[src/rtl/d_debounce_sync.sv]
// -----------------------------------------------------------------------------
// d_debounce_sync
//
// Purpose:
//   Conditions a raw, asynchronous, possibly bouncing single-bit input before it
//   feeds the D flip-flop / latch stages. The input is first synchronised into
//   the clk domain through a flop chain. A two-state filter (STABLE / WAIT) then
//   lets a level change reach q only after the synchronised value has differed
//   from q for DEBOUNCE_CYCLES consecutive clocks. One-cycle rise/fall pulses
//   are produced on the same edge that q changes.
//
// Parameters:
//   SYNC_STAGES      number of synchroniser flops on d_raw (>= 2)
//   DEBOUNCE_CYCLES  consecutive differing cycles needed before q flips (>= 1)
//   CNT_W            width of glitch_cnt (only meaningful with the option below)
//
// Ports:
//   clk         in   system clock, all state updates on the rising edge
//   rst         in   synchronous reset, active-high
//   d_raw       in   asynchronous raw input
//   q           out  debounced, synchronised level (registered)
//   rise        out  one-cycle pulse in the first cycle q reads 1 (registered)
//   fall        out  one-cycle pulse in the first cycle q reads 0 (registered)
//   glitch_cnt  out  saturating count of rejected glitches (optional)
//
// Optional feature:
//   Define DEBOUNCE_GLITCH_CNT_EN to add the glitch_cnt output and its counter.
//   Without the macro the port and its logic are absent; all other behaviour is
//   unchanged.
// -----------------------------------------------------------------------------
module d_debounce_sync #(
  parameter int SYNC_STAGES     = 2,
  parameter int DEBOUNCE_CYCLES = 4,
  parameter int CNT_W           = 8
) (
  input  logic             clk,
  input  logic             rst,
  input  logic             d_raw,
  output logic             q,
  output logic             rise,
  output logic             fall
`ifdef DEBOUNCE_GLITCH_CNT_EN
  ,
  output logic [CNT_W-1:0] glitch_cnt
`endif
);

  // Counter only has to reach DEBOUNCE_CYCLES-1, so this width never wraps.
  localparam int CW_RAW = $clog2(DEBOUNCE_CYCLES + 1);
  localparam int CW     = (CW_RAW < 1) ? 1 : CW_RAW;

  localparam logic [CW-1:0] CNT_ZERO = {CW{1'b0}};
  localparam logic [CW-1:0] CNT_ONE  = CW'(1);
  localparam logic [CW-1:0] CNT_LAST = CW'(DEBOUNCE_CYCLES - 1);

  typedef enum logic [0:0] {
    ST_STABLE = 1'b0,
    ST_WAIT   = 1'b1
  } state_t;

  // Elaboration-time guard against illegal parameter combinations.
  if ((SYNC_STAGES < 2) || (DEBOUNCE_CYCLES < 1) || (CNT_W < 1)) begin : g_bad_params
    $error("d_debounce_sync: illegal parameter value");
  end

  logic [SYNC_STAGES-1:0] sync_r;
  logic                   d_s_s;

  state_t                 state_r;
  state_t                 state_nxt_s;
  logic [CW-1:0]          cnt_r;
  logic [CW-1:0]          cnt_nxt_s;
  logic                   q_r;
  logic                   q_nxt_s;
  logic                   rise_r;
  logic                   fall_r;

`ifdef DEBOUNCE_GLITCH_CNT_EN
  logic                   glitch_s;
  logic [CNT_W-1:0]       glitch_cnt_r;
`endif

  // Synchroniser chain: d_raw enters at bit 0, the last stage is the only
  // value the filter ever looks at.
  always_ff @(posedge clk) begin
    if (rst) begin
      sync_r <= {SYNC_STAGES{1'b0}};
    end else begin
      sync_r <= {sync_r[SYNC_STAGES-2:0], d_raw};
    end
  end

  assign d_s_s = sync_r[SYNC_STAGES-1];

  // Filter next-state logic: decides when the synchronised level is accepted.
  always_comb begin
    state_nxt_s = state_r;
    cnt_nxt_s   = cnt_r;
    q_nxt_s     = q_r;
`ifdef DEBOUNCE_GLITCH_CNT_EN
    glitch_s    = 1'b0;
`endif
    case (state_r)
      ST_STABLE: begin
        cnt_nxt_s = CNT_ZERO;
        if (d_s_s != q_r) begin
          if (DEBOUNCE_CYCLES == 1) begin
            // A single differing sample is enough: accept immediately.
            q_nxt_s     = d_s_s;
            state_nxt_s = ST_STABLE;
          end else begin
            // This sample is the first of the run, hence the count starts at 1.
            state_nxt_s = ST_WAIT;
            cnt_nxt_s   = CNT_ONE;
          end
        end else begin
          state_nxt_s = ST_STABLE;
        end
      end
      ST_WAIT: begin
        if (d_s_s == q_r) begin
          // Input returned to the current level before the run completed.
          state_nxt_s = ST_STABLE;
          cnt_nxt_s   = CNT_ZERO;
`ifdef DEBOUNCE_GLITCH_CNT_EN
          glitch_s    = 1'b1;
`endif
        end else if (cnt_r == CNT_LAST) begin
          q_nxt_s     = d_s_s;
          state_nxt_s = ST_STABLE;
          cnt_nxt_s   = CNT_ZERO;
        end else begin
          cnt_nxt_s   = cnt_r + CNT_ONE;
        end
      end
      default: begin
        state_nxt_s = ST_STABLE;
        cnt_nxt_s   = CNT_ZERO;
      end
    endcase
  end

  // Filter state, debounced level and edge pulses. Reset overrides every
  // transition and never produces a pulse, even when q was high.
  always_ff @(posedge clk) begin
    if (rst) begin
      state_r <= ST_STABLE;
      cnt_r   <= CNT_ZERO;
      q_r     <= 1'b0;
      rise_r  <= 1'b0;
      fall_r  <= 1'b0;
    end else begin
      state_r <= state_nxt_s;
      cnt_r   <= cnt_nxt_s;
      q_r     <= q_nxt_s;
      rise_r  <= q_nxt_s & ~q_r;
      fall_r  <= ~q_nxt_s & q_r;
    end
  end

  assign q    = q_r;
  assign rise = rise_r;
  assign fall = fall_r;

`ifdef DEBOUNCE_GLITCH_CNT_EN
  // Saturating count of rejected glitches; sticks at all-ones.
  always_ff @(posedge clk) begin
    if (rst) begin
      glitch_cnt_r <= {CNT_W{1'b0}};
    end else if (glitch_s && (glitch_cnt_r != {CNT_W{1'b1}})) begin
      glitch_cnt_r <= glitch_cnt_r + {{(CNT_W-1){1'b0}}, 1'b1};
    end else begin
      glitch_cnt_r <= glitch_cnt_r;
    end
  end

  assign glitch_cnt = glitch_cnt_r;
`endif

endmodule

[config.mk]
export PLATFORM = sky130hd
export DESIGN_NAME = d_debounce_sync
export DESIGN_NICKNAME = d
export VERILOG_FILES = /design/src/rtl/d_debounce_sync.sv
export SDC_FILE = /design/constraint.sdc
export NUM_CORES = 1
export LEC_CHECK = 0
export BUFFER_PORTS_ARGS = -buffer_cell sky130_fd_sc_hd__buf_2
export CORE_AREA = 4 4 41 43
export CTS_BUF_LIST = sky130_fd_sc_hd__clkbuf_16
export CTS_CLUSTER_SIZE = 40
export DETAILED_ROUTE_END_ITERATION = 8
export DIE_AREA = 0 0 45 47
export PLACE_DENSITY_LB_ADDON = 0.05
export SYNTH_ARGS = -nofsm -noshare
export SYNTH_HDL_FRONTEND = slang
export SYNTH_SLANG_ARGS = --single-unit
[constraint.sdc]
create_clock -name clk -period 1.3 [get_ports clk]
set_clock_uncertainty 0.15 [all_clocks]
set_input_delay 0 -clock clk [delete_from_list [all_inputs] [get_ports clk]]
set_output_delay 0 -clock clk [all_outputs]
set_load 0.005 [all_outputs]
Yosys cells after proc, flatten, opt, wreduce, memory -nomap -nowiden
Index checks and enable logic that the tools add are counted.
- $add $sub $neg: 1
- bitwise gates (word level): 5
- multiplexer cells: 11
- equality and inequality tests: 3
- operators by type and width (kind ; count):
    two-way mux 1 bit ; 7
    two-way mux 3 bit ; 2
    one-hot mux 3 bit (2 select lines) ; 1
    adder 3 x 1 -> 3 bit (second input constant) ; 1
    equality test 3 x 2 -> 1 bit (second input constant) ; 1
    NOT 1 bit ; 3
    bitwise AND 1 bit ; 2
    one-hot mux 1 bit (2 select lines) ; 1
    equality test 1 bit ; 1
    inequality test 1 bit ; 1
- flip-flop bits (word level): 9
- input port bits: 3

Logic depth before layout (Yosys ltp)
- depth in word-level cells: 6
- depth in mapped cells: 4
- mapped depth without buffers: 4

Worst setup path after synthesis
No wires, ideal clock.
- kind: reg2reg
- start: register cnt_r[0]
- end: register cnt_r[1]
- clock period less this slack: 1292 ps
- arrival time: 1055 ps
- cell stages (with the launch flop): 5
- path slack: 8 ps
- path buffers: 0
- data required time: 1063 ps
- path through: dfxtp_1 > ha_1 > ha_1 > nand2b_1 > nor4b_2
- word-level cells in the longest chain between the ends: 4
- elaborated cells between the ends (all ways): 5
- ends and longest elaborated chain (what ; RTL line ; source):
    start, declared ; 71 ; logic [CW-1:0] cnt_r;
    start signal, assigned ; 154 ; cnt_r <= cnt_nxt_s;
    adder 3 x 1 -> 3 bit / equality test 3 x 2 -> 1 bit (equally long branches) ; 133, 128 ;
    two-way mux 3 bit (*) ; 128 ; end else if (cnt_r == CNT_LAST) begin
    two-way mux 3 bit (*) ; 121 ; if (d_s_s == q_r) begin
    one-hot mux 3 bit (2 select lines) (*) ; 103 ; case (state_r)
Mark *: on every way between the ends. The rest lies on a longest branch, timed or not.
A chain may end at the register's enable or synchronous reset.

Worst setup path after layout
Ends and elaborated chain as after synthesis.

==> run metrics <==
outcome=finished clean; vias in the first global route=242; reg2reg setup slack=0.003 ns; top cells by area, synth=dfxtp_1 (56%), ha_1 (7.8%), nor4b_1 (5.4%); Leak=0.1960 nW; Placer Congestion=0.5687; fin crit share=0.9977; P per Cell Area=1608 nW/µm²; Post-synth EDFFs=0; worst vdd rail ir drop=0.5653 mV; DRC=0; Root Buffer=clkbuf_16; number of setup buffers added after CTS=0; Row Count=13; CTS tree=built; Max FO, Critical Path=6; syn_area_per_cell=11.53 µm²; WL per Instance=11.44 µm; Synth-to-Final Area Change=62.79%; worst r2r src=cnt_r[0]; final hold slack=0.2905 ns; Iteration-0 DRC Markers=0; maxcap violations=0; H-tree depth=1; Main synth FF type=dfxtp_1; DIE AREA=2115 µm²; Critical Path End Type=flop; drt pass-1 iters=1; Final Hold Fails=0; minimum clock period=1.297 ns; core area=1301 µm²; Final setup viols=0; largest net degree at the start of global routing=10; Die X=45 µm; Setup CP Type=reg -> reg; Final Max Slew Viols=0; worst-case clock buffer depth=2; Yosys reg bits=9; Hold Path Depth=1; most frequent cell after synthesis=dfxtp_1; CTS clk-pin slew, worst paths=0.04 ns; max_slew headroom=0.6796; post-synthesis cell area=322.8 µm²; Async SR Flop Fraction=0; RSZ-0062 raised after global routing=yes; post-synthesis sequential area ratio=0.5581; Ys Warns=0; Least-Margin Pin Slew=0.4772 ns; Synth Instances=28; I/O Pins=6; nets@finish=45; list of most frequent post-synthesis cells=dfxtp_1 (9), ha_1 (2), nor2b_1 (2), nor4b_1 (2); layout cell share with drive strength beyond 1=0.4615; initial antenna violation count=0; die height=47 µm; Min-Delay Path Class=reg -> reg; FMAX=771.0 MHz; Synth top area share=0.5581; Skew-Pair Late Insertion Delay=0.23 ns; HP Start=sync_r[0]; Starting Density=0.2481; Synth Net Count=33; Crit path required time=1.30 ns; dpl hpwl=350.2 µm; first-pass GRT wire length=972 µm; WHS Endpoint=sync_r[1]; CP Launch Type=flop; via count=242; worst r2r dst=cnt_r[1]; diode count=0; Global Route Usage Sum=0.07363; ANT nets after route=0; clock buffer count from CTS=3; clock sink count=9; grt ovf=0; final WL=618 µm; synth unique cells=17; Arr. time, crit path=1.29 ns; R2R cell count=4; post-layout util=0.4038; area leader, netlist=dfxtp_1; Vias/cell=4.481; IO Port Bufs=5
==> cell usage in the layout, fill, tap and decap left out <==
master / instances
dfxtp_2: 1
nor3_1: 1
nor4b_4: 1
a211oi_1: 1
dlygate4sd3_1: 2
dfxtp_1: 8
nand2_1: 1
nor2b_1: 2
a21oi_1: 1
clkbuf_16: 3
ha_4: 2
a21bo_2: 1
xnor2_1: 1
nand3_1: 1
o21a_1: 1
buf_4: 1
clkinv_2: 1
nor4_1: 1
nand2b_4: 1
inv_1: 1
nor4b_2: 2
buf_2: 5
==> what timing repair did <==
action,in CTS,in global routing
pin swaps,3,0
hold buffers,2,0
endpoints found under the hold margin,9,0
resized for setup,6,3
setup endpoints to repair,6,2
==> registers in the layout, summed over array words and instances, names as in the netlist <==
register and count:
cnt_r 3, sync_r 2, fall 1, q 1, rise 1, state_r 1
==> layer usage <==
layer | vias to the layer above | global-route usage | part of all wire
met5 | - | 0 | 0
met4 | 0 | 0.1053 | 0.053
met3 | 5 | 0.03448 | 0.079
met2 | 8 | 0.08757 | 0.43
met1 | 109 | 0.08009 | 0.44
li1 | 120 | - | -
==> layout make-up <==
type                    count  area, µm²
multi-input cells          17      188.9
flip-flops and latches      9      181.4
clock buffers               3      75.07
clock inverters             1      5.005
inverters                   1      3.754
repair buffers              8      52.55
fillers                   137      775.7
well taps                  15      18.77
==> where the power goes <==
part	switching, mW	internal, mW	leakage [nW]	total [mW]
logic	0.0105	0.0116	0.0816	0.0221
clock network	0.131	0.405	0.0409	0.536
registers	0.00458	0.282	0.0735	0.287
==> metrics by stage <==
| stage | TNS (ns) | cell area (µm²) | instances | setup WS (ns) | power (mW) |
|---|---|---|---|---|---|
| after floorplan | 0 | 322.8 | 28 | 0.007787 | 0.2991 |
| after global placement | -0.1284 | 370.4 | 48 | -0.07816 | 0.3035 |
| after detailed placement | -0.1498 | 370.4 | 48 | -0.09661 | 0.3039 |
| after CTS | -0.008519 | 504.2 | 54 | -0.008519 | 0.8619 |
| after global routing | -0.03033 | 525.5 | 54 | -0.03033 | 0.8808 |
| final | 0 | 525.5 | 54 | 0.003020 | 0.8449 |
==> worst max-delay path, cell delays in order, from the launching register on <==
cell	delay, ns
dfxtp_2	0.33
ha_4	0.16
ha_4	0.17
nand2b_4	0.15
nor4b_4	0.25
==> cell families after synthesis <==
kind of cell / count (synthesis) / synth area share
compound gates: 4 / 0.09303
xor+xnor: 1 / 0.02714
fa+ha+maj: 2 / 0.07751
buf+inv: 2 / 0.02323
flops: 9 / 0.5581
simple gates: 10 / 0.2209
==> worst max path at each step <==
stage | cells after the start | start | to
2_1_floorplan | 4 | cnt_r[0] | cnt_r[1]
3_3_place_gp | 4 | cnt_r[0] | cnt_r[1]
3_5_place_dp | 4 | cnt_r[0] | cnt_r[1]
4_1_cts | 4 | cnt_r[0] | cnt_r[1]
5_1_grt | 4 | cnt_r[1] | cnt_r[1]
6_report | 4 | cnt_r[0] | cnt_r[1]
Power figures use the tool's default switching activity.
